File: config.mk
export PLATFORM = sky130hd
export DESIGN_NAME = sdram_mport_sched
export DESIGN_NICKNAME = d
export VERILOG_FILES = /design/src/rtl/sdram_sched_pkg.sv /design/src/rtl/sched_rr_arb.sv /design/src/rtl/sdram_mport_sched.sv
export SDC_FILE = /design/constraint.sdc
export NUM_CORES = 1
export LEC_CHECK = 0
export BUFFER_PORTS_ARGS = -buffer_cell sky130_fd_sc_hd__buf_4
export CAP_MARGIN = 10
export CORE_MARGIN = 2
export CORE_UTILIZATION = 56
export DETAILED_ROUTE_END_ITERATION = 8
export PLACE_DENSITY = 0.82
export SLEW_MARGIN = 20
export SYNTH_ARGS = -nofsm -noshare
export SYNTH_HDL_FRONTEND = slang
export SYNTH_SLANG_ARGS = --single-unit
export TNS_END_PERCENT = 30
File: constraint.sdc
create_clock -name REF_CLK -period 5.1 [get_ports REF_CLK]
set_input_delay 1.02 -clock REF_CLK [delete_from_list [all_inputs] [get_ports REF_CLK]]
set_output_delay 1.02 -clock REF_CLK [all_outputs]
set_load 0.03 [all_outputs]
File: src/rtl/sdram_sched_pkg.sv
// rtl/sdram_sched_pkg.sv - shared types and constants for the SDRAM multi-port scheduler
//
// Holds the scheduler state encoding, the default parameter widths used by
// sdram_mport_sched, and the cmd_write encoding seen by the command engine.
package sdram_sched_pkg;

    typedef enum logic [2:0] {
        ST_INIT   = 3'd0,
        ST_IDLE   = 3'd1,
        ST_REQ    = 3'd2,
        ST_WAIT   = 3'd3,
        ST_UPDATE = 3'd4
    } sched_state_t;

    localparam int DEF_NUM_WR = 2;
    localparam int DEF_NUM_RD = 2;
    localparam int DEF_ASIZE  = 23;
    localparam int DEF_LSIZE  = 9;
    localparam int DEF_UWIDTH = 16;

    localparam logic CMD_WRITE = 1'b1;
    localparam logic CMD_READ  = 1'b0;

endpackage

File: src/rtl/sched_rr_arb.sv
// rtl/sched_rr_arb.sv - one-class channel arbiter (round-robin or fixed priority)
//
// Build option: SDRAM_SCHED_RR_EN
//   defined   : round-robin; r_next holds the channel the next search starts
//               from and moves past the winner only when i_adv is strobed.
//   undefined : fixed priority, lowest index wins; no state is kept.
//
// Ports:
//   clk, rst : clock and asynchronous active-high reset
//   i_req    : N-bit request vector (eligible channels)
//   i_adv    : strobe, the current o_gnt is being taken by the scheduler
//   o_gnt    : one-hot grant (all zero when nothing requests)
module sched_rr_arb #(
    parameter int N = 2
) (
    input  logic         clk,
    input  logic         rst,
    input  logic [N-1:0] i_req,
    input  logic         i_adv,
    output logic [N-1:0] o_gnt
);

    logic w_found;

`ifdef SDRAM_SCHED_RR_EN
    localparam int IW = (N > 1) ? $clog2(N) : 1;

    logic [IW-1:0] r_next;
    logic [IW-1:0] w_nxt;

    // Rotating search: first requester at or after r_next, wrapping at N.
    always_comb begin
        o_gnt   = '0;
        w_found = 1'b0;
        w_nxt   = r_next;
        for (int k = 0; k < N; k++) begin
            int j;
            j = int'(r_next) + k;
            if (j >= N) j = j - N;
            if (!w_found && i_req[j]) begin
                o_gnt[j] = 1'b1;
                w_found  = 1'b1;
                w_nxt    = (j + 1 >= N) ? '0 : IW'(j + 1);
            end
        end
    end

    always_ff @(posedge clk or posedge rst) begin
        if (rst) begin
            r_next <= '0;
        end else if (i_adv) begin
            r_next <= w_nxt;
        end
    end
`else
    logic w_unused_ok;
    assign w_unused_ok = ^{clk, rst, i_adv};

    always_comb begin
        o_gnt   = '0;
        w_found = 1'b0;
        for (int k = 0; k < N; k++) begin
            if (!w_found && i_req[k]) begin
                o_gnt[k] = 1'b1;
                w_found  = 1'b1;
            end
        end
    end
`endif

endmodule

File: src/rtl/sdram_mport_sched.sv
// rtl/sdram_mport_sched.sv - multi-port SDRAM burst scheduler (writes over reads)
//
// Picks one write or read channel whose FIFO can take a full burst, issues a
// single command to the SDRAM command engine, waits for it to finish and then
// advances that channel's address pointer (wrapping back to its start).
//
// Build option: SDRAM_SCHED_RR_EN selects round-robin within each class
// (see sched_rr_arb); the default build uses fixed lowest-index priority.
//
// Ports (per-channel buses are flattened, channel i at [i*W +: W]):
//   REF_CLK, RESET          : clock, asynchronous active-high reset
//   wr_used/len/start/max   : write FIFO level, burst length, address window
//   wr_load                 : reload write pointer from wr_start
//   rd_used/len/start/max   : read FIFO level, burst length, address window
//   rd_load                 : reload read pointer from rd_start
//   cmd_req/write/addr/len  : command to engine, held until cmd_ack
//   cmd_ack, cmd_done       : engine accepted / engine finished
//   wr_grant, rd_grant      : one-hot FIFO select of the channel in service
//   busy                    : a transaction is in flight
module sdram_mport_sched
    import sdram_sched_pkg::*;
#(
    parameter int NUM_WR = DEF_NUM_WR,
    parameter int NUM_RD = DEF_NUM_RD,
    parameter int ASIZE  = DEF_ASIZE,
    parameter int LSIZE  = DEF_LSIZE,
    parameter int UWIDTH = DEF_UWIDTH
) (
    input  logic                     REF_CLK,
    input  logic                     RESET,
    input  logic [NUM_WR*UWIDTH-1:0] wr_used,
    input  logic [NUM_WR*LSIZE-1:0]  wr_len,
    input  logic [NUM_WR*ASIZE-1:0]  wr_start,
    input  logic [NUM_WR*ASIZE-1:0]  wr_max,
    input  logic [NUM_WR-1:0]        wr_load,
    input  logic [NUM_RD*UWIDTH-1:0] rd_used,
    input  logic [NUM_RD*LSIZE-1:0]  rd_len,
    input  logic [NUM_RD*ASIZE-1:0]  rd_start,
    input  logic [NUM_RD*ASIZE-1:0]  rd_max,
    input  logic [NUM_RD-1:0]        rd_load,
    output logic                     cmd_req,
    output logic                     cmd_write,
    output logic [ASIZE-1:0]         cmd_addr,
    output logic [LSIZE-1:0]         cmd_len,
    input  logic                     cmd_ack,
    input  logic                     cmd_done,
    output logic [NUM_WR-1:0]        wr_grant,
    output logic [NUM_RD-1:0]        rd_grant,
    output logic                     busy
);

    // Common width for comparing FIFO levels against burst lengths.
    localparam int CW = (UWIDTH > LSIZE) ? UWIDTH : LSIZE;

    sched_state_t r_state, w_next;

    logic [ASIZE-1:0]  r_wr_ptr [NUM_WR];
    logic [ASIZE-1:0]  r_rd_ptr [NUM_RD];
    logic              r_cmd_req, r_cmd_write;
    logic [ASIZE-1:0]  r_cmd_addr;
    logic [LSIZE-1:0]  r_cmd_len;
    logic [NUM_WR-1:0] r_wr_grant;
    logic [NUM_RD-1:0] r_rd_grant;
    // Set when the channel in service was reloaded mid-transaction, so the
    // pointer it now holds (its start) must not be stepped at UPDATE.
    logic              r_sup;

    logic [NUM_WR-1:0] w_wr_elig, w_wr_win;
    logic [NUM_RD-1:0] w_rd_elig, w_rd_win;
    logic              w_wr_any, w_rd_any, w_idle, w_wr_adv, w_rd_adv;
    logic              w_load_hit;
    logic [ASIZE-1:0]  w_wr_addr, w_rd_addr;
    logic [LSIZE-1:0]  w_wr_len, w_rd_len;

    function automatic logic [ASIZE-1:0] f_step(
        input logic [ASIZE-1:0] ptr,
        input logic [LSIZE-1:0] len,
        input logic [ASIZE-1:0] start,
        input logic [ASIZE-1:0] max_a
    );
        logic [ASIZE-1:0] len_a;
        len_a = ASIZE'(len);
        // Wrap as soon as another full burst would not fit below max.
        return (ptr < (max_a - len_a)) ? (ptr + len_a) : start;
    endfunction

    // ---------------- eligibility and arbitration ----------------
    always_comb begin
        w_wr_elig = '0;
        for (int i = 0; i < NUM_WR; i++) begin
            w_wr_elig[i] = (wr_len[i*LSIZE +: LSIZE] != '0)
                        && (CW'(wr_used[i*UWIDTH +: UWIDTH]) >= CW'(wr_len[i*LSIZE +: LSIZE]))
                        && !wr_load[i];
        end
        w_rd_elig = '0;
        for (int i = 0; i < NUM_RD; i++) begin
            w_rd_elig[i] = (rd_len[i*LSIZE +: LSIZE] != '0)
                        && (CW'(rd_used[i*UWIDTH +: UWIDTH]) < CW'(rd_len[i*LSIZE +: LSIZE]))
                        && !rd_load[i];
        end
    end

    assign w_wr_any = |w_wr_elig;
    assign w_rd_any = |w_rd_elig;
    assign w_idle   = (r_state == ST_IDLE);
    assign w_wr_adv = w_idle && w_wr_any;
    // Reads only advance their arbiter when no write took the slot.
    assign w_rd_adv = w_idle && !w_wr_any && w_rd_any;

    sched_rr_arb #(.N(NUM_WR)) u_wr_arb (
        .clk   (REF_CLK),
        .rst   (RESET),
        .i_req (w_wr_elig),
        .i_adv (w_wr_adv),
        .o_gnt (w_wr_win)
    );

    sched_rr_arb #(.N(NUM_RD)) u_rd_arb (
        .clk   (REF_CLK),
        .rst   (RESET),
        .i_req (w_rd_elig),
        .i_adv (w_rd_adv),
        .o_gnt (w_rd_win)
    );

    // One-hot winner to its pointer and length.
    always_comb begin
        w_wr_addr = '0;
        w_wr_len  = '0;
        for (int i = 0; i < NUM_WR; i++) begin
            if (w_wr_win[i]) begin
                w_wr_addr = w_wr_addr | r_wr_ptr[i];
                w_wr_len  = w_wr_len  | wr_len[i*LSIZE +: LSIZE];
            end
        end
        w_rd_addr = '0;
        w_rd_len  = '0;
        for (int i = 0; i < NUM_RD; i++) begin
            if (w_rd_win[i]) begin
                w_rd_addr = w_rd_addr | r_rd_ptr[i];
                w_rd_len  = w_rd_len  | rd_len[i*LSIZE +: LSIZE];
            end
        end
    end

    assign w_load_hit = (|(wr_load & r_wr_grant)) || (|(rd_load & r_rd_grant));

    // ---------------- state machine ----------------
    always_ff @(posedge REF_CLK or posedge RESET) begin
        if (RESET) begin
            r_state <= ST_INIT;
        end else begin
            r_state <= w_next;
        end
    end

    always_comb begin
        w_next = r_state;
        case (r_state)
            ST_INIT:   w_next = ST_IDLE;
            ST_IDLE:   if (w_wr_any || w_rd_any) w_next = ST_REQ;
            ST_REQ:    if (cmd_ack) w_next = ST_WAIT;
            ST_WAIT:   if (cmd_done) w_next = ST_UPDATE;
            ST_UPDATE: w_next = ST_IDLE;
            default:   w_next = ST_INIT;
        endcase
    end

    // ---------------- command and grant registers ----------------
    always_ff @(posedge REF_CLK or posedge RESET) begin
        if (RESET) begin
            r_cmd_req   <= 1'b0;
            r_cmd_write <= 1'b0;
            r_cmd_addr  <= '0;
            r_cmd_len   <= '0;
            r_wr_grant  <= '0;
            r_rd_grant  <= '0;
            r_sup       <= 1'b0;
        end else begin
            case (r_state)
                ST_IDLE: begin
                    if (w_wr_any) begin
                        r_cmd_req   <= 1'b1;
                        r_cmd_write <= CMD_WRITE;
                        r_cmd_addr  <= w_wr_addr;
                        r_cmd_len   <= w_wr_len;
                        r_wr_grant  <= w_wr_win;
                        r_sup       <= 1'b0;
                    end else if (w_rd_any) begin
                        r_cmd_req   <= 1'b1;
                        r_cmd_write <= CMD_READ;
                        r_cmd_addr  <= w_rd_addr;
                        r_cmd_len   <= w_rd_len;
                        r_rd_grant  <= w_rd_win;
                        r_sup       <= 1'b0;
                    end
                end
                ST_REQ: begin
                    if (cmd_ack)    r_cmd_req <= 1'b0;
                    if (w_load_hit) r_sup     <= 1'b1;
                end
                ST_WAIT: begin
                    if (w_load_hit) r_sup <= 1'b1;
                end
                ST_UPDATE: begin
                    r_wr_grant <= '0;
                    r_rd_grant <= '0;
                end
                default: ;
            endcase
        end
    end

    // ---------------- address pointers ----------------
    // A load (or INIT) always wins over the UPDATE step.
    always_ff @(posedge REF_CLK or posedge RESET) begin
        if (RESET) begin
            for (int i = 0; i < NUM_WR; i++) r_wr_ptr[i] <= '0;
            for (int i = 0; i < NUM_RD; i++) r_rd_ptr[i] <= '0;
        end else begin
            for (int i = 0; i < NUM_WR; i++) begin
                if (r_state == ST_INIT || wr_load[i]) begin
                    r_wr_ptr[i] <= wr_start[i*ASIZE +: ASIZE];
                end else if (r_state == ST_UPDATE && r_wr_grant[i] && !r_sup) begin
                    r_wr_ptr[i] <= f_step(r_wr_ptr[i], wr_len[i*LSIZE +: LSIZE],
                                          wr_start[i*ASIZE +: ASIZE], wr_max[i*ASIZE +: ASIZE]);
                end
            end
            for (int i = 0; i < NUM_RD; i++) begin
                if (r_state == ST_INIT || rd_load[i]) begin
                    r_rd_ptr[i] <= rd_start[i*ASIZE +: ASIZE];
                end else if (r_state == ST_UPDATE && r_rd_grant[i] && !r_sup) begin
                    r_rd_ptr[i] <= f_step(r_rd_ptr[i], rd_len[i*LSIZE +: LSIZE],
                                          rd_start[i*ASIZE +: ASIZE], rd_max[i*ASIZE +: ASIZE]);
                end
            end
        end
    end

    assign cmd_req   = r_cmd_req;
    assign cmd_write = r_cmd_write;
    assign cmd_addr  = r_cmd_addr;
    assign cmd_len   = r_cmd_len;
    assign wr_grant  = r_wr_grant;
    assign rd_grant  = r_rd_grant;
    assign busy      = (r_state == ST_REQ) || (r_state == ST_WAIT) || (r_state == ST_UPDATE);

endmodule

---- Word level (Yosys, flattened, before mapping) ----
Cells that the tools add are included.
Widths: inputs -> output; s select.
storage, ports and cells
  input port bits ......................... 292
  word-level logic and storage cells ...... 150
  flip-flop bits (word level) ............. 134
cells by class
  eq/ne operators ......................... 12
  order comparisons ....................... 8
  bitwise logic cells ..................... 6
  add/subtract/negate cells ............... 8
  reductions and logical operators ........ 58
  mux-type cells .......................... 46
operators with widths
  cell                number
  $mux 23             18
  $add 23x9->23       4
  $lt 23x23->1        4
  $sub 23x9->23       4
  $mux 9              6
  $or 23x23->23       2
  $reduce_bool 9->1   4
  $ge 16x9->1         2
  $lt 16x9->1         2
  $logic_and 1x1->1   18
  $or 9x9->9          2
  $reduce_bool 2->1   8
  $pmux 3 s4          1
  $reduce_and 3->1    4
  $reduce_or 2->1     6
  $mux 1              11
  $ne 2x2->1 const B  5
  $mux 3              3
  $logic_or 1x1->1    8
  $pmux 2 s2          2
  $logic_not 1->1     7
  $eq 3x2->1 const B  2
  $mux 2              3
  $and 2x2->2         2
  7 further kinds     10

---- Longest topological paths before layout ----
  depth in word-level cells ............... 10
  mapped depth ............................ 23
  gate-level depth less buffers ........... 21

---- Cells and area by module ----
Synthesis repeated with hierarchy kept, for this count alone.
unflattened totals
  cells, all modules ...................... 1770
  area total of the unflattened synthesis .. 14642.8 µm²
modules (own cells, without submodules)
  module             sequential area each (µm²)  instances  cells each  area each (µm²)
  sdram_mport_sched  3353.2                      1          1766        14600.3
  sched_rr_arb       0.0                         2          2           21.3

---- Worst setup path after synthesis ----
No wires, ideal clock.
  path kind ............................... input port to flip-flop
  from .................................... input wr_max[0]
  to ...................................... register r_wr_ptr[41] (netlist bit)
  arrival ................................. 4.788 ns
  stages .................................. 19
  path slack .............................. 0.191 ns
  library setup time ...................... 0.121 ns
  cells stage by stage .................... inv_1 ha_1 inv_1 fa_1 a21o_1 a21oi_1 o21ba_2 o21ai_0 a21oi_1 o21ai_0 nor4_1 xnor2_1 ha_1 a21o_1 a2111oi_1 and2_1 buf_6 mux2_2 o22a_1
on the way
  word-level cells in the longest chain between the ends .. 5
ends and longest elaborated chain
  what                             RTL line                  RTL
  from (decl)                      sdram_mport_sched.sv:34   input logic [NUM_WR*ASIZE-1:0] wr_max,
  $sub 23x9->23                    sdram_mport_sched.sv:84   return (ptr < (max_a - len_a)) ? (ptr + len_a) : start;
  $lt 23x23->1                     sdram_mport_sched.sv:84
  $mux 23                          sdram_mport_sched.sv:84
  $mux 23                          sdram_mport_sched.sv:224  end else if (r_state == ST_UPDATE && r_wr_grant[i] && !r_sup) begin
  $mux 23                          sdram_mport_sched.sv:222  if (r_state == ST_INIT || wr_load[i]) begin
  to (signal, indexed assignment)  sdram_mport_sched.sv:223  r_wr_ptr[i] <= wr_start[i*ASIZE +: ASIZE];
  to (signal, indexed assignment)  sdram_mport_sched.sv:225  r_wr_ptr[i] <= f_step(r_wr_ptr[i], wr_len[i*LSIZE +: LSIZE],
  to (decl)                        sdram_mport_sched.sv:57   logic [ASIZE-1:0] r_wr_ptr [NUM_WR];
No other way between the ends. The select of a mux whose other input is x is not followed.
A chain may end at the register's enable or synchronous reset.

---- Worst setup path after layout ----
  from .................................... input wr_max[0]
  to ...................................... register r_wr_ptr[39] (netlist bit)
The elaborated chain is that of the path after synthesis.

==> results_dict.tcl <==
set metrics [dict create \
    wirelength_um 48900 \
    ant_nets 0 \
    clockBufferDepth 2 \
    cts_tree "built" \
    cp.required_ns 5.42 \
    drive_gt1_share_pct 22.3 \
    fp-row-count 58 \
    htreeDepth 4 \
    dp_slack_ns -0.192 \
    holdCritPathClass "reg2reg" \
    ys.flop_type "dfrtp_1" \
    clockPowerShare_pct 14.5 \
    async_flop_share_pct 100 \
    period_share_pct 95.8 \
    cts_sinks 134 \
    peakVddDrop_v 0.000299 \
    die_y_um 164 \
    hpwlAfterDp_um 39900 \
    dpl_cell_area_um2 17400 \
    yosys_warnings 0 \
    numCtsBuffers 17 \
    cp-start-kind "primary input" \
    synth.avg_cell_area_um2 8.21 \
    setup_ws_ns 0.213 \
    synth_top_area_cell "dfrtp_1" \
    worst_slew_pin_slew_ns 1.13 \
    switching_power_mw 4.15 \
    clockRootBuffer "clkbuf_16" \
    netlist_top_cells_count "ha_1, o21ai_0, nand2_1, dfrtp_1, a21oi_1" \
    fmax_ghz 0.205 \
    fin_cells 2436 \
    grt_pass1_vias 14600 \
    track_usage_pct 35.9 \
    ys_types 81 \
    synth_top_cell_area_share_pct 23.4 \
    worstSetupEndpointType "flip-flop" \
    path_class "in2reg" \
    wl_met2_um 22700 \
    finalInstanceArea_um2 18100 \
    pwr-share-comb_pct 56.5 \
    synth.most_common_cell "ha_1" \
    synthTopCellsByArea "dfrtp_1, ha_1, o21ai_0, a21oi_1, xnor2_1" \
    drtIter0Drc 1423 \
    finClkSkew_ns 0.0110 \
    p_per_area_nw_per_um2 476 \
    wl_met3_um 4320 \
    seq_power_share_pct 29.0 \
    dieArea_um2 26900 \
    top_layer "met4" \
    status "complete, no violations" \
    fin_util_pct 71.8 \
    met1Wirelength_um 20100 \
    core_area_um2 25200 \
    power_leakage_nw 8.28 \
    io_pins 331 \
    nets 2587 \
    dr_total_vias 15300 \
    area_delta_synth_final_pct 26.2 \
    initial_utilization_pct 56.9 \
    drcViolationCount 0 \
    synth_edf_count 0 \
    ys_ff_latch 134 \
    port_buffers 330 \
    cts.reportedPaths.clkPinSlew_ns 0.06 \
    rsz0062_at_grt "no" \
    antennaDiodeCount 0 \
    finalMaxSlewViolations 0 \
    p_int_mw 4.47 \
    dr.pass1.iters 6 \
    antenna_found_initial 0 \
    worstSkewPairLatency_ns 0.43 \
    setup_viol_count_final 0 \
    grt_pass1_wl_um 75400 \
    hold_viol 0 \
    min_period_ns 4.89 \
    cap_violations 0 \
    viasPerCell 6.27 \
    grt-ovfl-total 0 \
    grt_max_degree 81 \
    slew_headroom_pct 23.8 \
    routedWlPerCell_um 20.1 \
    ys_seq_area_share_pct 23.4 \
    synthCells 1746 \
    numPlacedInstances 2403 \
    swShare_pct 48.2 \
    netlist_area_um2 14300 \
    crit_fanout 9 \
    gp_congestion 0.945 \
    cp.arrival_ns 5.20 \
    fp.dieW_um 164 \
    syn_nets 2240 \
]
==> worst paths after layout <==
path | start | end | slack, ns | cells after the start
worst max-delay path | wr_max[0] | r_wr_ptr[39] | 0.21 | 22
min in group asynchronous | RESET | r_rd_ptr[45] | 0.71 | 2
worst min-delay path | cmd_addr[8] | cmd_addr[8] | 0.48 | 2
max in group asynchronous | RESET | r_wr_ptr[8] | 3.49 | 3
worst max register to register | r_rd_ptr[23] | r_rd_ptr[41] | 2.02 | 12
worst min register to register | cmd_addr[8] | cmd_addr[8] | 0.48 | 2
==> repair_timing <==
| item | 4_1_cts | 5_1_grt |
|---|---|---|
| gates resized for setup | 0 | 8 |
| endpoints found under the setup margin | 0 | 37 |
| buffers inserted | 0 | 1 |
| hold buffers | 0 | 0 |
==> routing by layer <==
metal / GRT usage [%] / vias to the layer above
met5: 0 / -
met4: 14.3 / 0
met1: 47.2 / 7169
li1: - / 7233
met3: 5.78 / 121
met2: 59.3 / 753
==> logic make-up after synthesis <==
logic type | share of synthesized area, %
compound gates | 27.0
simple gates | 18.4
fa+ha+maj | 18.1
buf+inv | 4.76
flops | 23.4
xor+xnor | 6.23
mux | 2.17
==> critical path: stages <==
cell,delay (ns)
buf_4,0.11
inv_1,0.04
ha_1,0.15
inv_1,0.06
fa_1,0.40
a21o_1,0.18
a21oi_1,0.19
o21ba_2,0.17
o21ai_0,0.08
a21oi_1,0.27
nor2_1,0.13
nor4_1,0.25
xnor2_1,0.13
ha_1,0.31
nand4_1,0.11
or3_1,0.37
a21oi_1,0.22
o21ai_2,0.10
and2_1,0.22
buf_4,0.19
nor4b_2,0.16
a311o_1,0.32
==> metrics by stage <==
stage          TNS (ns)  hold slack, ns  total power [mW]
2_1_floorplan         0           0.484              5.56
3_3_place_gp    -0.0329           0.451              7.02
3_5_place_dp      -3.15           0.473              7.22
4_1_cts               0           0.486              8.50
5_1_grt               0           0.509              9.27
6_report              0           0.484              8.62
==> area by class of cell <==
cell class / instances / area [um2]
Inverter: 91 / 344
Clock buffer: 17 / 425
Clock inverter: 15 / 169
Fill cell: 1985 / 7090
Timing Repair Buffer: 395 / 3000
Sequential cell: 134 / 3350
Multi-Input combinational cell: 1454 / 10400
Tap cell: 330 / 413
==> layout by cell type (no fill, tap or decap), types with 65 or more instances in the layout <==
| cell | n |
|---|---|
| buf_4 | 392 |
| ha_1 | 194 |
| o21ai_0 | 166 |
| nand2_1 | 164 |
| dfrtp_1 | 134 |
| a21oi_1 | 124 |
| nor2_1 | 97 |
| inv_1 | 90 |
| xnor2_1 | 72 |
| nand3_1 | 65 |
==> power groups by stage <==
| stage | clock (mW) | sequential (mW) | combinational, mW |
|---|---|---|---|
| floorplan | 0 | 2.28 | 3.28 |
| global placement | 0 | 2.43 | 4.59 |
| detailed placement | 0 | 2.45 | 4.77 |
| CTS | 1.26 | 2.44 | 4.81 |
| global route | 1.30 | 2.54 | 5.43 |
| finish | 1.25 | 2.50 | 4.87 |
==> sequential cells by signal, summed over array words and instances, names as in the netlist <==
signal,flops
cmd_addr,23
cmd_len,9
cmd_req,1
cmd_write,1
r_rd_ptr,46
r_state,3
r_sup,1
r_wr_ptr,46
rd_grant,2
wr_grant,2
Power figures use the tool's default switching activity.
